### config.mk
export PLATFORM = sky130hd
export DESIGN_NAME = pixel_word_packer
export DESIGN_NICKNAME = d
export VERILOG_FILES = /design/src/rtl/pixel_word_packer.sv
export SDC_FILE = /design/constraint.sdc
export NUM_CORES = 1
export LEC_CHECK = 0
export CAP_MARGIN = 25
export CORE_ASPECT_RATIO = 1.2
export CORE_MARGIN = 5
export CORE_UTILIZATION = 30
export CTS_BUF_LIST = sky130_fd_sc_hd__clkbuf_8
export DETAILED_ROUTE_END_ITERATION = 10
export PLACE_DENSITY_LB_ADDON = 0.2
export SYNTH_ARGS = -nofsm -noshare
export SYNTH_HDL_FRONTEND = slang
export SYNTH_SLANG_ARGS = --single-unit
### constraint.sdc
create_clock -name I_clk -period 5.1 [get_ports I_clk]
set_input_delay 0.51 -clock I_clk [delete_from_list [all_inputs] [get_ports I_clk]]
set_output_delay 0.51 -clock I_clk [all_outputs]
set_load 0.02 [all_outputs]
### src/rtl/pixel_word_packer.sv
// pixel_word_packer: gathers DVI pixels into BANDWIDTH-wide RAM words,
// one pixel per BLOCK_WIDTH slot, and produces the bank write address/strobe.
// Frames restart on a vsync rising edge. Partial words are flushed at line end.
// Writes stop once the last bank word has been written.
module pixel_word_packer #(
  parameter int BLOCK_COUNT = 4,
  parameter int BLOCK_WIDTH = 32,
  parameter int BANDWIDTH   = BLOCK_COUNT * BLOCK_WIDTH,
  parameter int PIXEL_WIDTH = 24,
  parameter int DEPTH       = 1024,
  parameter int ADDR_WIDTH  = $clog2(DEPTH)
) (
  input  logic                   I_clk,
  input  logic                   I_rst,
  input  logic                   I_vsync,
  input  logic                   I_de,
  input  logic [PIXEL_WIDTH-1:0] I_pixel,
  output logic [BANDWIDTH-1:0]   O_data,
  output logic [ADDR_WIDTH-1:0]  O_addr,
  output logic                   O_we,
  output logic                   O_frame_start,
  output logic                   O_overflow
);

  localparam int SLOT_WIDTH = (BLOCK_COUNT > 1) ? $clog2(BLOCK_COUNT) : 1;
  localparam logic [SLOT_WIDTH-1:0] LAST_SLOT = SLOT_WIDTH'(BLOCK_COUNT - 1);
  localparam logic [ADDR_WIDTH-1:0] LAST_ADDR = ADDR_WIDTH'(DEPTH - 1);

  typedef enum logic [1:0] {
    IDLE   = 2'd0,
    ACTIVE = 2'd1,
    FULL   = 2'd2
  } state_t;

  state_t                 state, next_state;
  logic [SLOT_WIDTH-1:0]  slot, next_slot, eff_slot;
  logic [ADDR_WIDTH-1:0]  addr, next_addr, eff_addr;
  logic [BANDWIDTH-1:0]   buffer, next_buffer, eff_buffer;
  logic [BANDWIDTH-1:0]   word, write_data, next_data;
  logic [ADDR_WIDTH-1:0]  next_out_addr;
  logic                   next_we, next_frame_start, next_overflow;
  logic                   prev_vsync, prev_de;
  logic                   frame_start, accepting, write;
  logic [BLOCK_WIDTH-1:0] pixel_ext;

  assign frame_start = I_vsync & ~prev_vsync;
  assign pixel_ext   = BLOCK_WIDTH'(I_pixel);

  // Register the FSM state, datapath state and all outputs; reset is synchronous.
  always_ff @(posedge I_clk) begin
    if (I_rst) begin
      state         <= IDLE;
      slot          <= '0;
      addr          <= '0;
      buffer        <= '0;
      prev_vsync    <= 1'b0;
      prev_de       <= 1'b0;
      O_data        <= '0;
      O_addr        <= '0;
      O_we          <= 1'b0;
      O_frame_start <= 1'b0;
      O_overflow    <= 1'b0;
    end else begin
      state         <= next_state;
      slot          <= next_slot;
      addr          <= next_addr;
      buffer        <= next_buffer;
      prev_vsync    <= I_vsync;
      prev_de       <= I_de;
      O_data        <= next_data;
      O_addr        <= next_out_addr;
      O_we          <= next_we;
      O_frame_start <= next_frame_start;
      O_overflow    <= next_overflow;
    end
  end

  // Next-state and write decision. A frame start rewinds slot/address first, so a pixel
  // arriving with the vsync edge lands in slot 0 of the new frame and a pending
  // partial word is dropped rather than flushed.
  always_comb begin
    next_state       = state;
    next_slot        = slot;
    next_addr        = addr;
    next_buffer      = buffer;
    next_data        = O_data;
    next_out_addr    = O_addr;
    next_we          = 1'b0;
    next_frame_start = 1'b0;
    next_overflow    = O_overflow;
    eff_slot         = slot;
    eff_addr         = addr;
    eff_buffer       = buffer;
    accepting        = (state == ACTIVE);
    write            = 1'b0;
    write_data       = '0;
    word             = '0;

    if (frame_start) begin
      next_state       = ACTIVE;
      eff_slot         = '0;
      eff_addr         = '0;
      eff_buffer       = '0;
      next_slot        = '0;
      next_addr        = '0;
      next_buffer      = '0;
      next_overflow    = 1'b0;
      next_frame_start = 1'b1;
      accepting        = 1'b1;
    end

    if (accepting) begin
      if (I_de) begin
        word = eff_buffer;
        for (int k = 0; k < BLOCK_COUNT; k++) begin
          if (eff_slot == SLOT_WIDTH'(k)) word[k*BLOCK_WIDTH +: BLOCK_WIDTH] = pixel_ext;
        end
        if (eff_slot == LAST_SLOT) begin
          write       = 1'b1;
          write_data  = word;
          next_buffer = '0;
          next_slot   = '0;
        end else begin
          next_buffer = word;
          next_slot   = eff_slot + 1'b1;
        end
      end else if (prev_de && (eff_slot != '0)) begin
        write       = 1'b1;
        write_data  = eff_buffer;
        next_buffer = '0;
        next_slot   = '0;
      end

      if (write) begin
        next_we       = 1'b1;
        next_data     = write_data;
        next_out_addr = eff_addr;
        if (eff_addr == LAST_ADDR) begin
          next_state    = FULL;
          next_overflow = 1'b1;
        end else begin
          next_addr = eff_addr + 1'b1;
        end
      end
    end
  end

endmodule

* After elaboration in Yosys (flattened, before gate mapping)
Index checks and enable logic that the tools add are counted.
** Cells by class
- $add $sub $neg :: 2
- Magnitude comparators :: 0
- Bitwise logic cells :: 3
- Equal/unequal tests :: 5
- Reduce and logical (&&, ||, !) cells :: 5
- Divide/modulo/power cells :: 0
- Multipliers :: 0
- Muxes and demuxes :: 36
- Shift operators :: 0
** Operators by type and width (number)
- 2-to-1 mux 128 bit :: 8
- 2-to-1 mux 32 bit :: 4
- 2-to-1 mux 10 bit :: 4
- 2-to-1 mux 2 bit :: 9
- 2-to-1 mux 1 bit :: 11
- adder 10 x 1 -> 10 bit, second input constant :: 1
- == test 10 bit, second input constant :: 1
- == test 2 x 1 -> 1 bit, second input constant :: 2
- == test 2 bit, second input constant :: 2
- adder 2 x 1 -> 2 bit, second input constant :: 1
- logical NOT 2 bit :: 1
- NOT 1 bit :: 2
- AND reduction 2 bit :: 1
- nonzero test 2 bit :: 1
- OR reduction 2 bit :: 1
- bitwise AND 1 bit :: 1
- logical AND 1 bit :: 1
** Word-level totals
- Register bits :: 285
- Output and inout bits :: 141
- Memories kept :: 0
- Latch bits :: 0
- Memory bits (read-only) :: 0
- Bits in writable memories :: 0
- Logic and storage cells :: 62

* Longest topological paths before layout
Gate-level depths: netlist of run 1.
- Word-level depth :: 10
- Depth in mapped cells :: 14

* Worst setup path before layout of run 1
OpenSTA, ideal clock, no wires.
- Kind :: in2reg
- Start :: input I_vsync
- End :: register addr[8]
- Setup slack :: 1.835 ns
- Cell stages on the path :: 13
- Required time :: 5.035 ns
- Path buffers :: 5
- Setup time :: 0.065 ns
- Arrival :: 3.200 ns
- Path through :: nand2b_1 > buf_2 > buf_1 > clkbuf_1 > nand2_1 > ha_1 > or3b_1 > buf_2 > a22o_1 > buf_2 > nor3_1 > mux2_2 > nor2_1
** Between the ends
- Word-level cells in the longest chain between the ends :: 9
- Elaborated cells between the ends (all ways) :: 16
** Ends and longest elaborated chain
- start: declaration :: line 15 : input logic I_vsync,
- bitwise AND 1 bit * :: line 46 : assign frame_start = I_vsync & ~prev_vsync;
- branches (longest 7 deep; another with adder 10 x 1 -> 10 bit)
- 2-to-1 mux 10 bit * :: line 112 : if (accepting) begin
- end signal: assignment :: line 66 : addr <= next_addr;
- end: declaration :: line 37 : logic [ADDR_WIDTH-1:0] addr, next_addr, eff_addr;
Mark *: on every way between the ends. The select of a mux whose other input is x is not followed.
A chain may end at the register's enable or synchronous reset.

* Final worst setup path of run 1
- Start :: input I_vsync
- End :: register buffer[17]
** Between the ends
- Word-level cells in the longest chain between the ends :: 7
- Elaborated cells between the ends (all ways) :: 13
** Ends and longest elaborated chain
- bitwise AND 1 bit * :: line 46
- 2-to-1 mux 2 bit :: line 99 : if (frame_start) begin
- logical NOT 2 bit / nonzero test 2 bit (equally long branches) :: line 116, 127
- 2-to-1 mux 32 bit / logical AND 1 bit (equally long branches) :: line 116, 127
- 2-to-1 mux 128 bit, on equally long branches :: line 118, 127
- 2-to-1 mux 128 bit :: line 113 : if (I_de) begin
- 2-to-1 mux 128 bit * :: line 112
- end signal: assignment :: line 67 : buffer <= next_buffer;
- end: declaration :: line 38 : logic [BANDWIDTH-1:0] buffer, next_buffer, eff_buffer;
Every way passes the cells marked *; elsewhere a longest branch is shown, timed or not.

==> results.txt, run 1 <==
Worst hold path depth = 2
Cells after synthesis = 1244
Top Family by Delay on Critical Path = simple AND/OR/NAND/NOR gates
Crit-path cells = clkdlybuf4s50_1, nand2b_4, nand2_1, inv_1, ha_1, nand2b_1, a21oi_4, buf_4, and2_1, a22oi_1, nor2_1
Pwr Total = 4.55 mW
Reg2reg path depth = 8
Crit-path max FO = 49
Clock Tree Root = clkbuf_8
Synth top area share = 0.523
Endpoint, Worst Hold = buffer[93]$_SDFF_PP0_
Crit-path slowest cell = and2_1
Yosys Warn Count = 0
Synthesized cell area = 10900 µm²
Syn_nets = 1277
RSZ-0062 raised after global routing = false
DRC = 0
Hold Crit Start = buffer[93]$_SDFF_PP0_
Vias per std cell = 5.24
DPL Wire Length = 21700 µm
Setup Skew = 0.0309 ns
Largest net degree at the start of global routing = 125
Non-Filler Instances = 1860
Arr. time, crit path = 3.66 ns
Dpl cell area = 12900 µm²
WP data required = 5.61 ns
Crit start category = input pin
Hold Buf Count CTS = 0
Num CTS Buffers = 47
Worst hold slack = 0.427 ns
First-pass GRT wire length = 54200 µm
Core area = 35900 µm²
Final setup vio count = 0
Post-layout util = 0.385
FFs w/ async S/R, synth = 0
Worst slew margin = 0.316
Reg2Reg Setup Slack = 2.01 ns
Clk buf depth = 3
Synth unique cells = 39
Final period utilization = 0.616
Hold Path Class = register to register
FF-to-FF Start = prev_vsync$_SDFF_PP0_
Final Wtd Congestion = 0.744
Site Rows = 76
Nets = 1391
Reg clk slew, reported paths = 0.06 ns
Port Buffers = 168
Placed Instances = 1775
GRT Overall Usage = 0.168
Bufs and invs on worst path = 3
Area Overhead vs Synth = 26.8%
Top cells by area, synth = dfxtp_1, nor2_1, a221oi_1
Critical path's largest stage delay = 0.85 ns
Clock Sinks = 285
Max_cap viols = 0
CTS tree = done
IO Pins = 169
Vias in the first global route = 9211
Die ar. = 40300 µm²
Final hold vios = 0
Outcome = finished, final reports clean
Setup CP Type = input pin to register
Drt initial violations = 984
Initial antenna violation count = 0
Top cells by count, synth = dfxtp_1, nor2_1, nand2_1
Slew Limit Fails = 0
Worst-case vdd ir drop = 0.159 mV
Die X = 184 µm
Post-route setup TNS = 0 ns
Total gr overflow = 0
Post_cts resized = 0
Final WL = 34800 µm
Leak = 4.93 nW
Die Y = 219 µm
Fin crit period = 3.14 ns
Starting density of the core = 0.304
Slack of the critical path = 1.96 ns
Worst Max-Slew Pin Slew = 1.03 ns
Pre-CTS setup slack = 1.42 ns
Crit path depth = 11
Mean post-synth cell area = 8.77 µm²
Vias post-DR = 9745
Clk Latency, worst-skew pair = 0.59 ns
Ant diodes = 0
Post-synth EDFFs = 0
Largest area contributor in the netlist = dfxtp_1
First-pass DRT Iterations = 5
Pwr dens = 329 nW/µm²
ANT nets after route = 0
Top-count cell post-synth = dfxtp_1
Post-synthesis register bit count = 285
Setup Buffers After CTS = 0
Most used DFF post-synth = dfxtp_1
Share of cells above drive strength 1 = 0.0697
Seq/Total Area, Yosys = 0.523
H-Tree Depth = 2
Crit. End Element = register
Max Fclk = 0.318 GHz
RR Endpoint = O_data[24]$_SDFFE_PP0P_
WL/cell = 18.7 µm
Final instance area = 13800 µm²
## report_power, final
part | switching (mW) | internal [mW] | leakage [nW] | total [mW]
registers | 0.0129 | 2.25 | 2.30 | 2.26
logic | 0.200 | 0.0750 | 2.07 | 0.275
clock network | 0.923 | 1.09 | 0.555 | 2.02
total | 1.14 | 3.42 | 4.93 | 4.55
## sequential cells by signal, indices dropped and copies added, names as in the netlist
signal,cells
prev_de,1
state,2
O_frame_start,1
O_addr,10
O_data,128
prev_vsync,1
buffer,128
O_overflow,1
slot,2
O_we,1
addr,10
## worst reg2reg max path: stages, from the launching register on
cell and delay, ns:
dfxtp_1 0.35, nand2b_4 0.16, nand2_1 0.11, ha_1 0.32, or3b_1 0.57, a22oi_2 0.27
buf_4 0.84, nand3_1 0.20, a21oi_1 0.19
## cell usage in the layout, fill, tap and decap left out, types with 47 or more instances in the layout
| cell type | instances |
|---|---|
| nor2_1 | 207 |
| clkdlybuf4s50_1 | 167 |
| a221oi_1 | 72 |
| and3_1 | 47 |
| o21ai_0 | 57 |
| a22oi_1 | 73 |
| nor3_1 | 76 |
| clkbuf_8 | 56 |
| dfxtp_1 | 285 |
| nand2_1 | 130 |
## routing by layer
metal,track usage,part of all wire
met4,0.0646,0.035
met2,0.256,0.45
met3,0.0355,0.065
met5,0,0
met1,0.233,0.45
## area by class of cell
class,instances,area (µm²)
tap,468,586
clock buffer,56,771
timing repair buffer,190,1860
clock inverter,27,165
multi-input combinational,830,4730
sequential,285,5710
inverter,4,15.0
fill,3653,22100
## worst max path at each step
stage                                     endpoint                   from
after detailed placement   O_data[24]$_SDFFE_PP0P_                I_vsync
after floorplan                 addr[8]$_SDFF_PP0_                I_vsync
after global placement    O_data[103]$_SDFFE_PP0P_                I_vsync
after global routing      O_data[111]$_SDFFE_PP0P_  prev_vsync$_SDFF_PP0_
final                        buffer[17]$_SDFF_PP0_                I_vsync
after CTS                  O_data[24]$_SDFFE_PP0P_  prev_vsync$_SDFF_PP0_
## logic make-up (layout without fill, tap and decap cells)
logic type                 after synthesis  in the layout  share of synthesized area
xor gates and xnor gates                 4              4                    0.00321
buffers and inverters                  129            277                     0.0478
muxes                                    3              3                    0.00287
AOI/OAI and AO/OA                      312            312                      0.214
and+or+nand+nor                        506            506                      0.203
adders and majority gates                5              5                    0.00573
DFF                                    285            285                      0.523
(Power assumes the default switching activity.)
==> inputs of run 2 (changes only) <==
==> constraint.sdc (replaced) <==
create_clock -name I_clk -period 3.2 [get_ports I_clk]
set_input_delay 0.32 -clock I_clk [delete_from_list [all_inputs] [get_ports I_clk]]
set_output_delay 0.32 -clock I_clk [all_outputs]
set_load 0.02 [all_outputs]
==> results.txt, run 2 (synthesis gave the netlist of run 1 again) <==
Outcome = finished, final reports clean
Core area = 35900 µm²
Total gr overflow = 0
DRC = 0
Clk Latency, worst-skew pair = 0.58 ns
Initial antenna violation count = 0
Post_cts resized = 0
Worst slew margin = 0.464
Clock Sinks = 285
Slack of the critical path = 0.619 ns
Crit path depth = 10
Pwr Total = 7.35 mW
Commonest cells after routing, fill and taps aside = dfxtp_1, nor2_1, clkdlybuf4s50_1, nand2_1, nor3_1
Worst Max-Slew Pin Slew = 0.804 ns
Setup Skew = 0.0191 ns
Crit start category = register
Drt initial violations = 913
Arr. time, crit path = 3.02 ns
Pwr dens = 521 nW/µm²
Biggest regs = O_data x128, buffer x128
Die ar. = 40300 µm²
WP data required = 3.64 ns
Dpl cell area = 13100 µm²
WL/cell = 18.9 µm
Starting density of the core = 0.304
First-pass GRT wire length = 54300 µm
Commonest non-fill, non-tap cell in the layout = dfxtp_1
Reg2reg path depth = 10
Setup Buffers After CTS = 0
Pre-CTS setup slack = 0.156 ns
First-pass DRT Iterations = 6
Crit-path cells = nand2b_4, buf_12, nand2_1, inv_1, ha_1, nand4_1, o21ai_1, buf_4, mux2i_1, nor2_1
CTS tree = done
RSZ-0062 raised after global routing = false
Share of cells above drive strength 1 = 0.0899
Final instance area = 14100 µm²
Final WL = 35500 µm
Final setup vio count = 0
Largest net degree at the start of global routing = 144
Max Fclk = 0.387 GHz
ANT nets after route = 0
Setup CP Type = register to register
Post-route setup TNS = 0 ns
Clock Tree Root = clkbuf_8
GRT Overall Usage = 0.169
Die Y = 219 µm
Site Rows = 76
Top Family by Delay on Critical Path = simple AND/OR/NAND/NOR gates
Clk buf depth = 3
Worst-case vdd ir drop = 0.255 mV
Final hold vios = 0
Hold Buf Count CTS = 0
Filler Cells Inserted = 3587
Ant diodes = 0
Reg clk slew, reported paths = 0.06 ns
Worst hold path depth = 2
Hold Path Class = input pin to register
Post-layout util = 0.393
Port Buffers = 168
Area Overhead vs Synth = 29.4%
Nets = 1410
Vias per std cell = 5.22
Die X = 184 µm
IO Pins = 169
Crit-path slowest cell = buf_12
Crit-path max FO = 143
Vias post-DR = 9821
Bufs and invs on worst path = 3
Num CTS Buffers = 47
Critical path's largest stage delay = 0.47 ns
Max_cap viols = 0
Final period utilization = 0.807
Fin crit period = 2.58 ns
DPL Wire Length = 22200 µm
H-Tree Depth = 2
Vias in the first global route = 9367
Crit. End Element = register
Slew Limit Fails = 0
Leak = 5.05 nW
Final Wtd Congestion = 0.784
-- run 2: power by group --
group	leakage (nW)	internal (mW)	switching [mW]
clock	0.554	1.80	1.48
combinational	2.20	0.140	0.328
sequential	2.30	3.58	0.0212
total	5.05	5.53	1.82
-- run 2: path summary, 6_finish.rpt --
path | start | end | slack (ns)
worst max register to register | prev_vsync$_SDFF_PP0_ | addr[1]$_SDFF_PP0_ | 0.62
worst min-delay path | I_rst | O_addr[8]$_SDFFE_PP0P_ | 0.16
worst min register to register | buffer[89]$_SDFF_PP0_ | buffer[89]$_SDFF_PP0_ | 0.43
worst max-delay path | prev_vsync$_SDFF_PP0_ | addr[1]$_SDFF_PP0_ | 0.62
-- run 2: per-stage QoR --
stage / cells / hold slack, ns
after floorplan: 1244 / 0.406
after CTS: 1879 / 0.139
after detailed placement: 1795 / 0.420
final: 1880 / 0.162
after global routing: 1880 / 0.165
after global placement: 1795 / 0.421
-- run 2: area by class of cell --
cell class,count,area [µm²],share of cell area
Multi-Input combinational cell,830,4730,0.335
Inverter,4,15.0,0.00106
Clock buffer,65,895,0.0634
Tap cell,468,586,0.0415
Timing Repair Buffer,209,2090,0.148
Clock inverter,19,87.6,0.00621
Sequential cell,285,5710,0.404
-- run 2: routing by layer --
metal | routed length, µm | track usage
met1 | 15600 | 0.230
met2 | 16500 | 0.269
met3 | 2240 | 0.0330
met4 | 1050 | 0.0565
met5 | 0 | 0
==> RTL edit 1 (settings of run 2) <==
Make the reset (`I_rst`) asynchronous in one clocked block.
--- a/src/rtl/pixel_word_packer.sv
+++ b/src/rtl/pixel_word_packer.sv
@@ -48,5 +48,5 @@
 
   // Register the FSM state, datapath state and all outputs; reset is synchronous.
-  always_ff @(posedge I_clk) begin
+  always_ff @(posedge I_clk or posedge I_rst) begin
     if (I_rst) begin
       state         <= IDLE;
Function: not settled (the Yosys comparison gave no result); the edit may change what the design does.
==> RTL edit 1 against run 2 <==
Routed wire length fell by 3.8%. Design area rose by 4.8%. Hold slack improved by 110 ps. Setup slack got worse by 6.3 ps. Area after synthesis rose by 5.2%. Sequential share of layout area rose by 7.8 points. Sequential cell count did not move. Critical endpoint is now O_data[84]$_DFFE_PP0P_. Largest cell class unchanged. Highest routed layer unchanged.
Power is not compared: it rests on default switching activity, and its combinational part moved more than twofold at a synthesized area within 25%.
==> RTL edit 1: results (changes against run 2) <==
{| class="wikitable"
! Metric !! Value
|-
| Final estimated routing congestion in global placement || 0.753 (-3.9%)
|-
| Reg2Reg Capture Point || O_data[84]$_DFFE_PP0P_
|-
| Number of gates resized after cts || 0 (unchanged)
|-
| Total half-perimeter wirelength after legalization and detailed placement || 21100 µm (-5.0%)
|-
| Average wire length per cell after detail routing || 20.3 µm (+7.8%)
|-
| Initial detailed-routing violation count || 669 (-27%)
|-
| Setup slack of the worst register-to-register path || 610 ps
|-
| Clock latency of the later-clocked register in the worst-skew pair || 590 ps
|-
| P_leak || 6.52 nW
|-
| Pre-CTS worst setup slack || 95.2 ps (-61.3 ps)
|-
| Largest registers || O_data (128), buffer (128)
|-
| Most frequent cells after synthesis || 285 x dfrtp_1, 163 x nand2_1, 121 x o21ai_0
|-
| Vias in the first global route || 8985 (-4.1%)
|-
| Nets@finish || 1190 (-16%)
|-
| CTS Buffer Depth || 3 (unchanged)
|-
| Fraction of registers with async set or reset after synthesis || 1.00 (+1.00)
|-
| Max VDD drop || 295 µV
|-
| Crit path arrival time || 3030 ps (about the same)
|-
| Global-route wire length before repair || 53800 µm (-0.90%)
|-
| Worst hold margin || 269 ps (+107 ps)
|-
| Number of antenna violations at the first check in global routing || 0 (unchanged)
|-
| Result of the run || finished, final reports clean
|-
| Net Sw Frac || 0.285
|-
| Startpoint of the worst-slack reg-to-reg timing path || prev_vsync$_DFF_PP0_
|-
| Most area-consuming cells after synthesis || dfrtp_1 62%, a32oi_1 7.3%, a32o_1 7.1%
|-
| Fraction of final layout cells sized beyond drive strength 1 || 0.0977 (+0.00780)
|-
| Global-route usage over all layers || 0.158 (-0.0109)
|-
| Cells on worst reg2reg path || 9 (-1)
|-
| Vias/cell || 5.28 (+1.0%)
|-
| Count of yosys warnings during synthesis || 0 (unchanged)
|-
| Pin count of the biggest net entering global routing || 125 (-13%)
|-
| Post-Place Cell Area || 13700 µm² (+4.7%)
|-
| Total Neg Setup Slack || 0 ps (unchanged)
|-
| Worst slew margin || 0.357 (-0.107)
|-
| Sequential-to-total area share from yosys stat || 0.622 (+0.0987)
|-
| CTS root buffer || clkbuf_8
|-
| Largest fanout of any net on the critical path || 79 (-45%)
|-
| Netlist cell types || 43 (+10%)
|-
| Number of buffers added for setup after CTS || 0 (unchanged)
|-
| Hold Crit Class || in -> async
|-
| Number of iterations in the first detailed-routing pass || 5 (-1)
|-
| Count of input and output buffers || 168 (unchanged)
|-
| Num CTS Buffers || 49 (+4.3%)
|-
| Clock-pin slew of the registers on the worst-case setup and hold paths || 60 ps (about the same)
|-
| Post-route clock skew || 24.7 ps (+5.61 ps)
|}
==> RTL edit 1: cell types whose count changed after synthesis, sizes merged, moves of 33 or more <==
cell | before | now
dfrtp | 0 | 285
dfxtp | 285 | 0
nor2 | 210 | 5
a22oi | 74 | 0
a32oi | 24 | 96
a221oi | 72 | 1
nor3 | 76 | 5
o21ai | 58 | 125
a32o | 24 | 81
nand2 | 130 | 163
==> RTL edit 1: how the worst max path moves through the flow <==
stage / from / to / slack, ps / cells after the start
2_1_floorplan: I_rst / O_addr[0]$_DFFE_PP0P_ / -900 / 1
3_3_place_gp: I_vsync / O_data[47]$_DFFE_PP0P_ / 170 / 10
3_5_place_dp: I_vsync / O_data[50]$_DFFE_PP0P_ / 100 / 9
4_1_cts: prev_vsync$_DFF_PP0_ / O_data[54]$_DFFE_PP0P_ / 550 / 8
5_1_grt: prev_vsync$_DFF_PP0_ / O_data[79]$_DFFE_PP0P_ / 300 / 8
6_report: prev_vsync$_DFF_PP0_ / O_data[84]$_DFFE_PP0P_ / 610 / 9
==> RTL edit 1: critical path, stage by stage (launching register included) <==
cell and delay [ps]:
dfrtp_1 360, nand2b_4 190, nand2_1 140, inv_1 90, ha_1 280, and2_1 200, o22ai_4 320, buf_12 340
buf_4 350, o21ai_0 140
==> RTL edit 1: routing by layer <==
| metal | vias to the layer above | wire, µm | global-route usage |
|---|---|---|---|
| met2 | 203 | 16200 | 0.259 |
| met5 | - | 0 | 0 |
| li1 | 4095 | - | - |
| met1 | 4498 | 15300 | 0.210 |
| met3 | 58 | 1710 | 0.0365 |
| met4 | 0 | 872 | 0.0503 |
==> RTL edit 1: layout make-up <==
class	instances	area, µm²
Fill cell	3645	23000
Tap cell	480	601
Sequential cell	285	7130
Inverter	8	33.8
Clock buffer	60	826
Clock inverter	31	156
Timing Repair Buffer	200	2090
Multi-Input combinational cell	613	3950
Antenna cell	1	2.50
==> RTL edit 1: cell families (layout without fill, tap and decap cells) <==
group,Yosys count,after routing,synth area share
XOR/XNOR,3,3,0.00229
multiplexers,4,4,0.00371
adder cells (fa/ha/maj),5,5,0.00545
flip-flops,285,285,0.622
other,0,1,0
AND/OR/NAND/NOR,283,283,0.116
buffers and inverters,113,299,0.0404
AO/OA/AOI/OAI,318,318,0.210
==> RTL edit 1: power groups by stage <==
stage	registers (mW)	logic, mW	clock network, mW
after global routing	3.98	1.30	3.57
after global placement	4.01	1.19	0
after floorplan	4.08	0.584	0
after detailed placement	4.02	1.19	0
final	3.95	1.18	3.29
after CTS	3.95	1.19	3.41
==> RTL edit 1: stage by stage <==
stage | total power [mW] | std cells
2_1_floorplan | 4.66 | 1011
3_3_place_gp | 5.20 | 1582
3_5_place_dp | 5.21 | 1583
4_1_cts | 8.56 | 1674
5_1_grt | 8.85 | 1677
6_report | 8.42 | 1678
==> RTL edit 2 (config.mk and constraints of run 2) <==
Without the edit above. Change the parameter `BLOCK_WIDTH` from 32 to 24.
--- a/src/rtl/pixel_word_packer.sv
+++ b/src/rtl/pixel_word_packer.sv
@@ -5,5 +5,5 @@
 module pixel_word_packer #(
   parameter int BLOCK_COUNT = 4,
-  parameter int BLOCK_WIDTH = 32,
+  parameter int BLOCK_WIDTH = 24,
   parameter int BANDWIDTH   = BLOCK_COUNT * BLOCK_WIDTH,
   parameter int PIXEL_WIDTH = 24,
Ports: changed (resized O_data); port bits go from 169 to 137. No check against the original RTL was run, so the function may have changed too.
==> RTL edit 2 against run 2 <==
Design area shrank 23%. Via count shrank 25%. Highest routed layer unchanged. Total power down 23%. Sequential cell count decreased by 64. Hold slack improved by 61 ps. Clock power is 24% lower. Global-route usage decreased by 1.5 points. Count of clock-buffer cells in the layout fell by 17. Largest power group unchanged. Final cell count fell by 23%. Largest cell class unchanged. Setup slack improved by 100 ps. Area after synthesis fell by 23%. Routed wire length is 29% lower.
==> RTL edit 2: results (changes against run 2) <==
{| class="wikitable"
! Metric !! Value
|-
| Result of the run || finished, final reports clean
|-
| Clock latency of the later-clocked register in the worst-skew pair || 530 ps (-50 ps)
|-
| Slowest cell on crit path || and3_1
|-
| Num CTS Buffers || 38 (-19%)
|-
| Nets@finish || 1076 (-24%)
|-
| Post-route clock skew || 15.0 ps (-4.12 ps)
|-
| Pin count of the biggest net entering global routing || 73 (-49%)
|-
| Final clock-cell share || 0.0690 (-0.000561)
|-
| Met3 track utilization from global routing || 0.0357 (+0.00273)
|-
| Worst slew margin || 0.288 (-0.175)
|-
| Count of input and output buffers || 136 (-19%)
|-
| Met1 Routed Length || 11400 µm (-27%)
|-
| Sequential cell area share || 0.407 (+0.00257)
|-
| Worst hold margin || 224 ps (+61.5 ps)
|-
| Final wirelength || 25200 µm (-29%)
|-
| Metal2 WL || 11800 µm (-29%)
|-
| Non-clock buffers, area share || 0.150 (+0.00223)
|-
| Count of filler cells inserted in the layout || 2826 (-21%)
|-
| Post-Place Cell Area || 10100 µm² (-23%)
|-
| Largest fanout of any net on the critical path || 24 (-83%)
|-
| Num Clock Sinks || 221 (-22%)
|-
| Post-synth net total || 966 (-24%)
|-
| Fraction of standard cell area in multi-input logic || 0.329 (-0.00633)
|-
| Setup slack of the worst register-to-register path || 720 ps (+100 ps)
|-
| P_leak || 3.84 nW (-24%)
|-
| Max VDD drop || 206 µV (-19%)
|-
| Vias/cell || 5.11 (-2.3%)
|-
| Netlist cell types || 45 (+15%)
|-
| Multi-input combinational cell count || 615 (-26%)
|-
| Met2 track demand over resource || 0.249 (-0.0206)
|-
| Non-clock inverter instance count of the final layout || 3 (-1)
|-
| Net Sw Frac || 0.247 (-0.00139)
|-
| Pre-CTS worst setup slack || 373 ps (+217 ps)
|-
| Number of iterations in the first detailed-routing pass || 5 (-1)
|-
| Count of mapped cells out of synthesis || 933 (-25%)
|-
| Most area-consuming cells after synthesis || dfxtp_1 53%, nor2_1 9.8%, a221oi_1 7.5%
|-
| Global-route usage over all layers || 0.154 (-0.0149)
|-
| Final estimated routing congestion in global placement || 0.779 (-0.66%)
|-
| Initial detailed-routing violation count || 491 (-46%)
|-
| Total met3 wirelength after detailed routing || 1590 µm (-29%)
|-
| Sequential-to-total area share from yosys stat || 0.528 (+0.00469)
|-
| Vias || 7408 (-25%)
|-
| Post-placement cell count || 1382 (-23%)
|-
| Global-route wire length before repair || 39400 µm (-27%)
|-
| Final period utilization || 0.774 (-0.0322)
|-
| Global routing met1 resource utilization || 0.208 (-0.0226)
|-
| Final design instance area without fill || 10900 µm² (-23%)
|-
| Sequential fraction of design power || 0.497 (+0.006)
|-
| Syn Area/Cell || 8.99 µm² (+2.5%)
|-
| Largest registers || O_data (96), buffer (96)
|-
| Crit path arrival time || 2910 ps (-110 ps)
|-
| Non-clock buffers || 164 (-22%)
|-
| Total half-perimeter wirelength after legalization and detailed placement || 16400 µm (-26%)
|-
| Fraction of final layout cells sized beyond drive strength 1 || 0.0877 (-0.00226)
|}
## RTL edit 2: final timing paths
path,start,to,cells after the start
max,prev_vsync$_SDFF_PP0_,O_data[51]$_SDFFE_PP0P_,8
min,I_rst,buffer[49]$_SDFF_PP0_,2
max reg2reg,prev_vsync$_SDFF_PP0_,O_data[51]$_SDFFE_PP0P_,8
min reg2reg,buffer[73]$_SDFF_PP0_,buffer[73]$_SDFF_PP0_,2
## RTL edit 2: cells by family (layout without fill, tap and decap cells)
group                    Yosys count  after routing  share of synthesized area
multiplexers                       1              1                    0.00119
XOR/XNOR                           5              5                    0.00522
flip-flops                       221            221                      0.528
AO/OA/AOI/OAI                    226            226                      0.215
AND/OR/NAND/NOR                  378            378                      0.195
adder cells (fa/ha/maj)            5              5                    0.00746
buffers and inverters             97            236                     0.0485
## RTL edit 2: critical path, delay by kind of cell, from the launching register on
kind,cells,cell delay (ps)
buffers and inverters,2,260
DFF,1,350
AOI/OAI and AO/OA,1,200
adders and majority gates,1,170
and+or+nand+nor,4,1390
